==> src/rtl/duty_pkg.sv <==
// Purpose: shared FSM state encoding and result width for the duty-cycle scanner.
// Latency: none (types and constants only).
// Backpressure: none.
package duty_pkg;

  typedef enum logic [1:0] {
    ST_IDLE    = 2'd0,
    ST_SETTLE  = 2'd1,
    ST_MEASURE = 2'd2,
    ST_PRESENT = 2'd3
  } state_t;

  // Width of the presented high-cycle count (window count is zero-extended into it).
  localparam int RES_W = 16;

endpackage

==> src/rtl/duty_window_meter.sv <==
// Purpose: counts high cycles of an already-synchronized bit over a 2^WIN_LOG2-cycle window.
// Latency: window runs the 2^WIN_LOG2 cycles after i_start; o_done/o_count valid in the last one.
// Backpressure: none; the caller must consume o_count in the o_done cycle.
module duty_window_meter
  import duty_pkg::*;
#(
  parameter int WIN_LOG2 = 8
) (
  input  logic                clk,
  input  logic                reset,
  input  logic                i_start,
  input  logic                i_bit,
  output logic                o_done,
  output logic [WIN_LOG2:0]   o_count
);

  logic                r_run;
  logic [WIN_LOG2-1:0] r_win;
  logic [WIN_LOG2:0]   r_high;

  // o_count includes the current cycle's bit so the final window cycle is counted
  // without an extra pipeline stage; WIN_LOG2+1 bits holds the full 2^WIN_LOG2.
  assign o_done  = r_run && (r_win == '1);
  assign o_count = r_high + {{WIN_LOG2{1'b0}}, i_bit};

  // Window position and running high count; a start pulse restarts both.
  always_ff @(posedge clk or posedge reset) begin
    if (reset) begin
      r_run  <= 1'b0;
      r_win  <= '0;
      r_high <= '0;
    end else if (i_start) begin
      r_run  <= 1'b1;
      r_win  <= '0;
      r_high <= '0;
    end else if (r_run) begin
      r_win  <= r_win + WIN_LOG2'(1);
      r_high <= o_count;
      if (o_done) begin
        r_run <= 1'b0;
      end
    end
  end

endmodule

==> src/rtl/duty_scan_controller.sv <==
// Purpose: scans masked ring-oscillator channels in ascending order, one duty measurement each;
//          DUTY_SCAN_AUTORESTART_EN makes the scan loop over the latched mask until reset.
// Latency: per channel SETTLE settle cycles + 2^WIN_LOG2 measure cycles, then result held in PRESENT.
// Backpressure: res_valid/res_ready; result held stable until accepted, scan stalls meanwhile.
module duty_scan_controller
  import duty_pkg::*;
#(
  parameter int NUM_CH   = 4,
  parameter int WIN_LOG2 = 8,
  parameter int SETTLE   = 4
) (
  input  logic                      clk,
  input  logic                      reset,
  input  logic                      start,
  input  logic [NUM_CH-1:0]         ch_mask,
  input  logic [NUM_CH-1:0]         ring_in,
  output logic                      busy,
  output logic                      res_valid,
  input  logic                      res_ready,
  output logic [$clog2(NUM_CH)-1:0] res_ch,
  output logic [RES_W-1:0]          res_value,
  output logic                      done
);

  localparam int         CH_W        = $clog2(NUM_CH);
  localparam logic [7:0] SETTLE_LAST = 8'(SETTLE - 1);

  state_t              r_state, w_state_nxt;
  logic [NUM_CH-1:0]   r_sync1, r_sync2, r_mask, w_above;
  logic [CH_W-1:0]     r_ch, r_res_ch, w_first_in, w_first_mask, w_next_ch;
  logic [7:0]          r_settle;
  logic [RES_W-1:0]    r_res_value;
  logic [WIN_LOG2:0]   w_meter_count;
  logic                r_done, w_done_nxt, w_next_vld, w_sel_bit;
  logic                w_meter_start, w_meter_done, w_load, w_xfer;

  // Index of the lowest set bit; callers only use it when the vector is non-zero.
  function automatic logic [CH_W-1:0] f_lowest(input logic [NUM_CH-1:0] m);
    f_lowest = '0;
    for (int i = NUM_CH - 1; i >= 0; i--) begin
      if (m[i]) f_lowest = CH_W'(i);
    end
  endfunction

  // Two-flop synchronizer on every ring input; only synchronized bits reach the mux.
  always_ff @(posedge clk or posedge reset) begin
    if (reset) begin
      r_sync1 <= '0;
      r_sync2 <= '0;
    end else begin
      r_sync1 <= ring_in;
      r_sync2 <= r_sync1;
    end
  end

  // Latched-mask channels strictly above the current one, for the next-channel search.
  always_comb begin
    w_above = '0;
    for (int i = 0; i < NUM_CH; i++) begin
      w_above[i] = r_mask[i] && (i > int'(r_ch));
    end
  end

  assign w_first_in   = f_lowest(ch_mask);
  assign w_first_mask = f_lowest(r_mask);
  assign w_next_ch    = f_lowest(w_above);
  assign w_next_vld   = |w_above;
  assign w_sel_bit    = r_sync2[r_ch];
  assign w_load       = (r_state == ST_IDLE) && start && (ch_mask != '0);
  assign w_xfer       = (r_state == ST_PRESENT) && res_ready;

  duty_window_meter #(
    .WIN_LOG2 (WIN_LOG2)
  ) u_meter (
    .clk     (clk),
    .reset   (reset),
    .i_start (w_meter_start),
    .i_bit   (w_sel_bit),
    .o_done  (w_meter_done),
    .o_count (w_meter_count)
  );

  // State register.
  always_ff @(posedge clk or posedge reset) begin
    if (reset) r_state <= ST_IDLE;
    else       r_state <= w_state_nxt;
  end

  // Next-state decode plus meter start and end-of-scan pulse request.
  always_comb begin
    w_state_nxt   = r_state;
    w_meter_start = 1'b0;
    w_done_nxt    = 1'b0;
    case (r_state)
      ST_IDLE: begin
        if (start) begin
          if (ch_mask != '0) w_state_nxt = ST_SETTLE;
          else               w_done_nxt  = 1'b1;
        end
      end
      ST_SETTLE: begin
        if (r_settle == SETTLE_LAST) begin
          w_state_nxt   = ST_MEASURE;
          w_meter_start = 1'b1;
        end
      end
      ST_MEASURE: begin
        if (w_meter_done) w_state_nxt = ST_PRESENT;
      end
      ST_PRESENT: begin
        if (res_ready) begin
          if (w_next_vld) begin
            w_state_nxt = ST_SETTLE;
          end else begin
            w_done_nxt = 1'b1;
`ifdef DUTY_SCAN_AUTORESTART_EN
            w_state_nxt = ST_SETTLE;
`else
            w_state_nxt = ST_IDLE;
`endif
          end
        end
      end
      default: w_state_nxt = ST_IDLE;
    endcase
  end

  // Scan bookkeeping: latched mask, current channel, settle counter, result capture, done pulse.
  always_ff @(posedge clk or posedge reset) begin
    if (reset) begin
      r_mask      <= '0;
      r_ch        <= '0;
      r_settle    <= '0;
      r_res_ch    <= '0;
      r_res_value <= '0;
      r_done      <= 1'b0;
    end else begin
      r_done <= w_done_nxt;
      if (w_load) begin
        r_mask <= ch_mask;
        r_ch   <= w_first_in;
      end else if (w_xfer) begin
        // Wrapping to the lowest channel only matters when the scan restarts.
        r_ch <= w_next_vld ? w_next_ch : w_first_mask;
      end
      if ((r_state == ST_SETTLE) && (r_settle != SETTLE_LAST)) r_settle <= r_settle + 8'd1;
      else                                                     r_settle <= 8'd0;
      if ((r_state == ST_MEASURE) && w_meter_done) begin
        r_res_ch    <= r_ch;
        r_res_value <= RES_W'(w_meter_count);
      end
    end
  end

  assign busy      = (r_state != ST_IDLE);
  assign res_valid = (r_state == ST_PRESENT);
  assign res_ch    = r_res_ch;
  assign res_value = r_res_value;
  assign done      = r_done;

endmodule

==> config.mk <==
export PLATFORM = sky130hd
export DESIGN_NAME = duty_scan_controller
export DESIGN_NICKNAME = d
export VERILOG_FILES = /design/src/rtl/duty_pkg.sv /design/src/rtl/duty_window_meter.sv /design/src/rtl/duty_scan_controller.sv
export SDC_FILE = /design/constraint.sdc
export NUM_CORES = 1
export LEC_CHECK = 0
export CORE_MARGIN = 2
export CORE_UTILIZATION = 55
export CTS_CLUSTER_DIAMETER = 80
export DETAILED_ROUTE_END_ITERATION = 7
export GPL_ROUTABILITY_DRIVEN = 1
export PLACE_DENSITY = 0.91
export SYNTH_ARGS = -nofsm -noshare
export SYNTH_HDL_FRONTEND = slang
export SYNTH_SLANG_ARGS = --single-unit
==> constraint.sdc <==
create_clock -name clk -period 2.8 [get_ports clk]
set_input_delay 0.84 -clock clk [delete_from_list [all_inputs] [get_ports clk]]
set_output_delay 0.84 -clock clk [all_outputs]
set_load 0.05 [all_outputs]
; Word-level counts from Yosys, hierarchy flattened
; Cells that the tools add are included.
[totals]
output_inout_bits = 21
input_bits = 12
elab_cells = 84
reg_bits = 54
[op_classes]
reduce_logical = 16
addsub = 3
mux = 38
eq_ne = 11
magnitude_cmp = 4
[ops]
columns = cell, count
row1 = $mux 2, 19
row2 = $mux 8, 3
row3 = $mux 9, 2
row4 = $add 8x1->8 const B, 2
row5 = $mux 1, 11
row6 = $add 9x1->9, 1
row7 = $logic_and 1x1->1, 9
row8 = $eq 8x2->1 const B, 1
row9 = $eq 8x8->1 const B, 1
row10 = $ne 8x2->1 const B, 1
row11 = $pmux 2 s4, 1
row12 = $ne 2x2->1 const B, 3
row13 = $reduce_bool 2->1, 3
row14 = $reduce_and 5->1, 1
row15 = $eq 2x2->1 const B, 2
row16 = $gt 2x2->1 const A, 2
row17 = $ne 2x1->1 const B, 2
row18 = $reduce_bool 4->1, 1
row19 = $lt 2x3->1 const B, 1
row20 = $reduce_or 3->1, 1
row21 = $bmux 1 s2, 1
row22 = $eq 2x1->1 const B, 1
row23 = $gt 1x2->1 const A, 1
row24 = $logic_not 2->1, 1
row25 = $pmux 1 s2, 1

; Logic depth before layout (Yosys ltp)
; Gate-level depths: netlist of the first run.
[depth]
depth_word = 8
depth_mapped = 8
depth_no_buf = 7

; By module
; A second synthesis of the first run with hierarchy kept.
[unflattened]
cells_unflattened = 251
area_unflattened_um2 = 2698.8
[by_module_without_submodules]
columns = mod, instances, seq_area_each_um2, area_each_um2, cells_per_inst
row1 = duty_scan_controller, 1, 900.9, 1701.6, 147
row2 = duty_window_meter, 1, 450.4, 997.2, 104

; Worst setup path before layout of the first run
; Ideal clock, no wire load.
[synth_timing]
kind = input -> register
startpoint = input ch_mask[0]
endpoint = register r_state[1]
path_stages = 4
setup_time_ps = 127
t_required_ps = 2673
arrival_time_ps = 1991
n_path_buf = 0
path_slack_ps = 681
path_cell_list = nor4_1 a221oi_1 and3_1 mux2_1
[synth_between]
elab_chain_cells = 3
[synth_rtl]
columns = item, line
row1 = start: declaration, duty_scan_controller.sv:15  ; input logic [NUM_CH-1:0] ch_mask,
row2 = $reduce_bool 4->1, duty_scan_controller.sv:97  ; if (ch_mask != '0) w_state_nxt = ST_SETTLE;
row3 = $ne 2x1->1 (no source line), n/a
row4 = $reduce_and 5->1 (no source line), n/a
row5 = end signal: assignment, duty_scan_controller.sv:86  ; else r_state <= w_state_nxt;
row6 = end: declaration, duty_scan_controller.sv:28  ; state_t r_state, w_state_nxt;
; Every way passes these cells.
; A chain may end at the register's enable or synchronous reset.

; Final worst setup path of the first run
[layout_timing]
startpoint = register r_state[1]
endpoint = output res_valid
[layout_between]
elab_chain_cells = 1
[layout_rtl]
columns = item, line
row1 = $eq 2x2->1, duty_scan_controller.sv:156  ; assign res_valid = (r_state == ST_PRESENT);
row2 = end: declaration, duty_scan_controller.sv:18  ; output logic res_valid,
; Every way passes these cells.

==> impl_metrics.env, run 1 <==
export IMPL_status="finished, final reports clean"
export IMPL_dp_hpwl_um=3250
export IMPL_tightest_slew_ps=588.7
export IMPL_synthFlopType="dfrtp_1"
export IMPL_antenna_found_initial=0
export IMPL_start_util=0.5651
export IMPL_critPathTopFamily="buffers and inverters"
export IMPL_seqPwrFrac=0.555
export IMPL_syn_area_mm2=0.002634
export IMPL_overflow=0
export IMPL_switchingPower_uw=430.1
export IMPL_area_delta_synth_final_pct=15.72
export IMPL_yosys_warnings=0
export IMPL_cts_inserted_buffers=5
export IMPL_path_max_fanout=5
export IMPL_synth_area_leaders="dfrtp_1 51%, xor2_1 4.7%, ha_1 4.3%"
export IMPL_core_area_mm2=0.004661
export IMPL_critical_path_class="reg -> out"
export IMPL_drc=0
export IMPL_drt_initial_drc_count=74
export IMPL_clockBufferDepth=2
export IMPL_drive_gt1_frac=0.07719
export IMPL_synth_edff_count=0
export IMPL_num_vias=1844
export IMPL_drv_slew=0
export IMPL_grt_pass1_wl_um=7396
export IMPL_clock_sinks=54
export IMPL_viasPerCell=5.440
export IMPL_chipHeight_um=73.20
export IMPL_fin_tns_setup_ps=0
export IMPL_seqCellArea_mm2=0.001351
export IMPL_fin_crit_ps=2660
export IMPL_cpPeakStageDelay_ps=830
export IMPL_slowest_stage="clkdlybuf4s50_1"
export IMPL_ant_nets=0
export IMPL_rsz0062_at_grt="false"
export IMPL_crit_buf_inv=1
export IMPL_finalHoldViolations=0
export IMPL_power_per_cell_area_mw_per_mm2=532.4
export IMPL_maxCapViolCount=0
export IMPL_timing_slew_headroom=0.6075
export IMPL_synth_common_cells="54 x dfrtp_1, 30 x nor2_1, 22 x nand2_1"
export IMPL_rows=25
export IMPL_gp_congestion=0.8622
export IMPL_drt_total_wl_um=4398
export IMPL_synth_area_per_cell_um2=10.29
export IMPL_numPortBuffers=25
export IMPL_fmax_mhz=376.0
export IMPL_grt_usage=0.1794
export IMPL_finalSetupViolCount=0
export IMPL_insertion_delay_ps=300
export IMPL_grt_start_max_net_pins=34
export IMPL_synthArstFlopShare=1.000
export IMPL_yosysTopAreaCell="dfrtp_1"
export IMPL_min_path_type="reg -> reg"
export IMPL_cts_hold_fix_buffers=0
export IMPL_swShare=0.2651
export IMPL_leakagePower_uw=0.001325
export IMPL_postLayoutCoreUtil=0.6540
export IMPL_num_antenna_cells=0
export IMPL_cts_tree="yes"
export IMPL_syn_inst=256
export IMPL_nets=305
export IMPL_combPwrFrac=0.133
export IMPL_p_int_uw=1192
export IMPL_clk_pin_slew_ps=90
export IMPL_synth_top_area_frac=0.5131
export IMPL_die_x_um=73.20
export IMPL_cp_end_kind="output port"
export IMPL_worstPathArrival_ps=1820
export IMPL_ios=33
export IMPL_critical_path_cell_chain="ha_1 -> clkdlybuf4s50_1"
export IMPL_yosysSeqAreaShare=0.5131
export IMPL_yosysUniqueCellTypes=41
export IMPL_post_route_period_util=0.9498
export IMPL_required_ps=1960
export IMPL_finalClockSkew_ps=7.085
export IMPL_first_global_vias=1700
export IMPL_clkPwrFrac=0.312
export IMPL_first_pass_iters=4
export IMPL_synth_most_common_cell="dfrtp_1"
export IMPL_wl_per_cell_um=12.97
export IMPL_critPathLaunchType="flop"
export IMPL_multi_input_area_mm2=0.001184
export IMPL_vdd_drop_max_mv=0.3547
export IMPL_ys_seq_elements=54
export IMPL_cts_root_buf="clkbuf_8"
export IMPL_n_fill_cell=373
export IMPL_htree_levels=2
export IMPL_die_area_mm2=0.005358
## flip-flops by register name, indices dropped and copies added, names as in the netlist, 2 cells and up
name / flops
res_value: 9
u_meter.r_high: 9
r_settle: 8
u_meter.r_win: 8
r_mask: 4
r_sync1: 4
r_sync2: 4
r_ch: 2
r_state: 2
res_ch: 2
## final cells by class
class | instances | share of cell area
clock buffers | 5 | 0.02258
inverters | 11 | 0.01355
repair buffers | 29 | 0.09688
well taps | 54 | 0.02217
flip-flops and latches | 54 | 0.4434
multi-input cells | 183 | 0.3883
clock inverters | 3 | 0.01314
## timing repair
item,in CTS,in global routing
buffers inserted,0,0
endpoints found under the setup margin,0,1
gates resized for setup,0,1
## metrics by stage
| stage | cell area [um^2] | total power, uW | hold slack (ps) | std cells | setup slack [ps] |
|---|---|---|---|---|---|
| 2_1_floorplan | 2656 | 1081 | 331.2 | 262 | 645.4 |
| 3_3_place_gp | 2937 | 1118 | 334.6 | 331 | 324.6 |
| 3_5_place_dp | 2937 | 1135 | 334.7 | 331 | 265.2 |
| 4_1_cts | 3045 | 1639 | 355.4 | 339 | 20.00 |
| 5_1_grt | 3048 | 1709 | 371.5 | 339 | 60.23 |
| 6_report | 3048 | 1623 | 356.1 | 339 | 140.5 |
## layer usage
metal	wire, um	GRT usage	vias to the layer above
li1	-	-	916
met1	1925	0.2158	879
met2	2251	0.3043	43
met3	152	0.04282	6
met4	68	0.08025	0
met5	0	0	-
## power groups by stage
stage / clock, uW / combinational (uW) / sequential (uW)
floorplan: 0 / 202 / 879
global placement: 0 / 207 / 910
detailed placement: 0 / 218 / 916
CTS: 520 / 219 / 900
global route: 553 / 245 / 910
finish: 505 / 216 / 901
## cell usage in the layout (no fill, tap or decap), types with 2 or more instances in the layout
cell and count:
clkbuf_8 5, nand3_1 10, a21o_1 2, mux2_2 4, nand2_1 22, o21ai_1 2
clkinv_2 2, a21oi_1 7, o31ai_1 2, inv_1 10, nor2_1 30, conb_1 7
ha_1 9, nand4_1 8, and3_1 6, nor4_1 2, nor2b_1 3, nor3_1 4
dfrtp_1 54, buf_4 3, or3_1 2, o21ai_0 15, clkdlybuf4s50_1 24, xor2_1 14
mux2i_1 4, xnor2_1 10, nand2b_1 5
## worst paths after layout
kind | startpoint | to | slack (ps) | cells past startpoint
setup reg to reg | r_ch[0] | u_meter.r_high[6] | 630 | 7
max in group asynchronous | reset | u_meter.r_high[4] | 1420 | 3
hold reg to reg | r_sync1[0] | r_sync2[0] | 360 | 0
setup / recovery | r_state[1] | res_valid | 140 | 2
min in group asynchronous | reset | done | 870 | 2
hold / removal | r_sync1[0] | r_sync2[0] | 360 | 0
## kinds of logic after synthesis
logic type / synth area share
compound gates: 0.08551
xor+xnor: 0.07981
fa+ha+maj: 0.04276
buf+inv: 0.04608
flops: 0.5131
mux: 0.04513
other cells: 0.001424
simple gates: 0.1862
Power figures use the tool's default switching activity.
==> run 2, diff against run 1 <==
--- a/config.mk
+++ b/config.mk
@@ -5,7 +5,6 @@
 export SDC_FILE = /design/constraint.sdc
 export NUM_CORES = 1
 export LEC_CHECK = 0
-export CORE_MARGIN = 2
 export CORE_UTILIZATION = 55
 export CTS_CLUSTER_DIAMETER = 80
 export DETAILED_ROUTE_END_ITERATION = 7
==> run 2 against run 1 <==
Against the previous run:
- final cell count shrank 0.88%
- combinational power about the same
- sequential share of layout area increased by 0.055 points
- critical endpoint unchanged
- worst setup slack got worse by 2.2 ps
- largest cell class unchanged
- flip-flop and latch count unchanged
- design area decreased by 0.12%
- the run now ends with DRC left
- total power up 0.19%
- hold slack improved by 0.69 ps
- register-to-register slack got worse by 50 ps
- clock skew increased by 6.6 ps
- non-clock buffer count stayed put
- die area fell by 5.4%
==> impl_metrics.env, run 2 (synthesized netlist as in run 1, its figures left out) <==
export IMPL_status="finished, violations left"
export IMPL_failed_checks="DRC"
export IMPL_first_global_vias=1816
export IMPL_critPathLaunchType="flop"
export IMPL_chipHeight_um=71.20
export IMPL_critical_path_class="reg -> out"
export IMPL_insertion_delay_ps=310
export IMPL_tightest_slew_ps=537.6
export IMPL_ant_nets=0
export IMPL_layout_commonest_cell="dfrtp_1"
export IMPL_reg2regPathDepth=7
export IMPL_min_path_type="reg -> reg"
export IMPL_drt_total_wl_um=4576
export IMPL_rsz0062_at_grt="false"
export IMPL_die_area_mm2=0.005069
export IMPL_finalClockSkew_ps=13.66
export IMPL_area_delta_synth_final_pct=15.58
export IMPL_dp_cells=329
export IMPL_clockBufferDepth=2
export IMPL_drive_gt1_frac=0.07394
export IMPL_cts_resized_gates=0
export IMPL_cts_tree="yes"
export IMPL_finalSetupViolCount=0
export IMPL_required_ps=1960
export IMPL_cts_root_buf="clkbuf_8"
export IMPL_first_pass_iters=7
export IMPL_core_area_mm2=0.004474
export IMPL_leakagePower_uw=0.001321
export IMPL_viasPerCell=5.494
export IMPL_grt_start_max_net_pins=55
export IMPL_maxCapViolCount=0
export IMPL_cp_end_kind="output port"
export IMPL_cts_setup_buffers=0
export IMPL_grt_pass1_wl_um=8052
export IMPL_instances_no_fill=336
export IMPL_htree_levels=2
export IMPL_r2r_end="u_meter.r_high[4]"
export IMPL_ios=33
export IMPL_cts_inserted_buffers=5
export IMPL_nets=305
export IMPL_rows=24
export IMPL_worstPathArrival_ps=1820
export IMPL_numPortBuffers=25
export IMPL_worstSetupStartpoint="r_state[1]"
export IMPL_dp_hpwl_um=3341
export IMPL_mostFrequentLayoutCells="54 x dfrtp_1, 30 x nor2_1, 24 x clkdlybuf4s50_1, 22 x nand2_1, 15 x o21ai_0"
export IMPL_timing_slew_headroom=0.6416
export IMPL_clk_pin_slew_ps=90
export IMPL_regToRegSetupSlack_ps=580
export IMPL_start_util=0.5886
export IMPL_drv_slew=0
export IMPL_path_max_fanout=5
export IMPL_fmax_mhz=375.7
export IMPL_n_fill_cell=346
export IMPL_antenna_found_initial=0
export IMPL_num_antenna_cells=0
export IMPL_overflow=0
export IMPL_power_per_cell_area_mw_per_mm2=534.0
export IMPL_grt_usage=0.2052
export IMPL_vdd_drop_max_mv=0.3894
export IMPL_gp_congestion=0.7804
export IMPL_finalHoldViolations=0
export IMPL_num_vias=1846
export IMPL_crit_path_end="res_valid"
export IMPL_drt_initial_drc_count=106
export IMPL_fin_crit_ps=2662
export IMPL_cts_hold_fix_buffers=0
export IMPL_post_route_period_util=0.9506
export IMPL_fin_tns_setup_ps=0
export IMPL_clock_sinks=54
export IMPL_rr_startpoint="r_ch[0]"
export IMPL_drc=3
export IMPL_wl_per_cell_um=13.62
export IMPL_die_x_um=71.20
-- run 2: area by class of cell --
cell class              count  area (um^2)  area share
clock buffers               5        68.82     0.02261
clock inverters             2        38.79     0.01274
inverters                  11        41.29     0.01356
flip-flops and latches     54         1351      0.4439
well taps                  52        65.06     0.02137
multi-input cells         183         1184      0.3888
repair buffers             29        295.3     0.09700
-- run 2: stage by stage --
stage | cell area [um^2] | utilization | setup slack, ps | hold WS (ps) | power [uW]
6_report | 3044 | 0.6804 | 138.2 | 356.7 | 1626
5_1_grt | 3044 | 0.6804 | 76.35 | 363.9 | 1706
4_1_cts | 3042 | 0.6798 | 9.900 | 359.2 | 1645
3_5_place_dp | 2934 | 0.6558 | 283.3 | 337.3 | 1137
3_3_place_gp | 2934 | 0.6558 | 320.5 | 332.5 | 1116
2_1_floorplan | 2656 | - | 645.4 | 331.2 | 1081
-- run 2: worst min path at each step --
stage                    start         end  slack [ps]  cells past startpoint
global route        r_sync1[2]  r_sync2[2]         360                      0
detailed placement  r_sync1[0]  r_sync2[0]         340                      0
floorplan           r_sync1[0]  r_sync2[0]         330                      0
global placement    r_sync1[1]  r_sync2[1]         330                      0
finish              r_sync1[0]  r_sync2[0]         360                      0
CTS                 r_sync1[0]  r_sync2[0]         360                      0
-- run 2: worst max-delay path: stages, from the launching register on --
cell	delay [ps]
dfrtp_1	420
ha_1	260
clkdlybuf4s50_1	830
-- run 2: metal layers --
layer,GRT usage,wire [um],part of all wire
met3,0.04701,138,0.030
met4,0.07333,51,0.011
met5,0,0,0
met1,0.2583,1986,0.43
met2,0.3481,2399,0.52
-- run 2: power by group --
part	switching, uW	internal, uW
sequential	70.6	831
combinational	122	97.5
clock	242	263
==> run 3, diff against run 2 <==
--- a/config.mk
+++ b/config.mk
@@ -5,6 +5,7 @@
 export SDC_FILE = /design/constraint.sdc
 export NUM_CORES = 1
 export LEC_CHECK = 0
+export CORE_MARGIN = 2
 export CORE_UTILIZATION = 55
 export CTS_CLUSTER_DIAMETER = 80
 export DETAILED_ROUTE_END_ITERATION = 7
==> results of run 3 <==
Same layout as run 1: the final DEF is identical, and so are final timing and power.
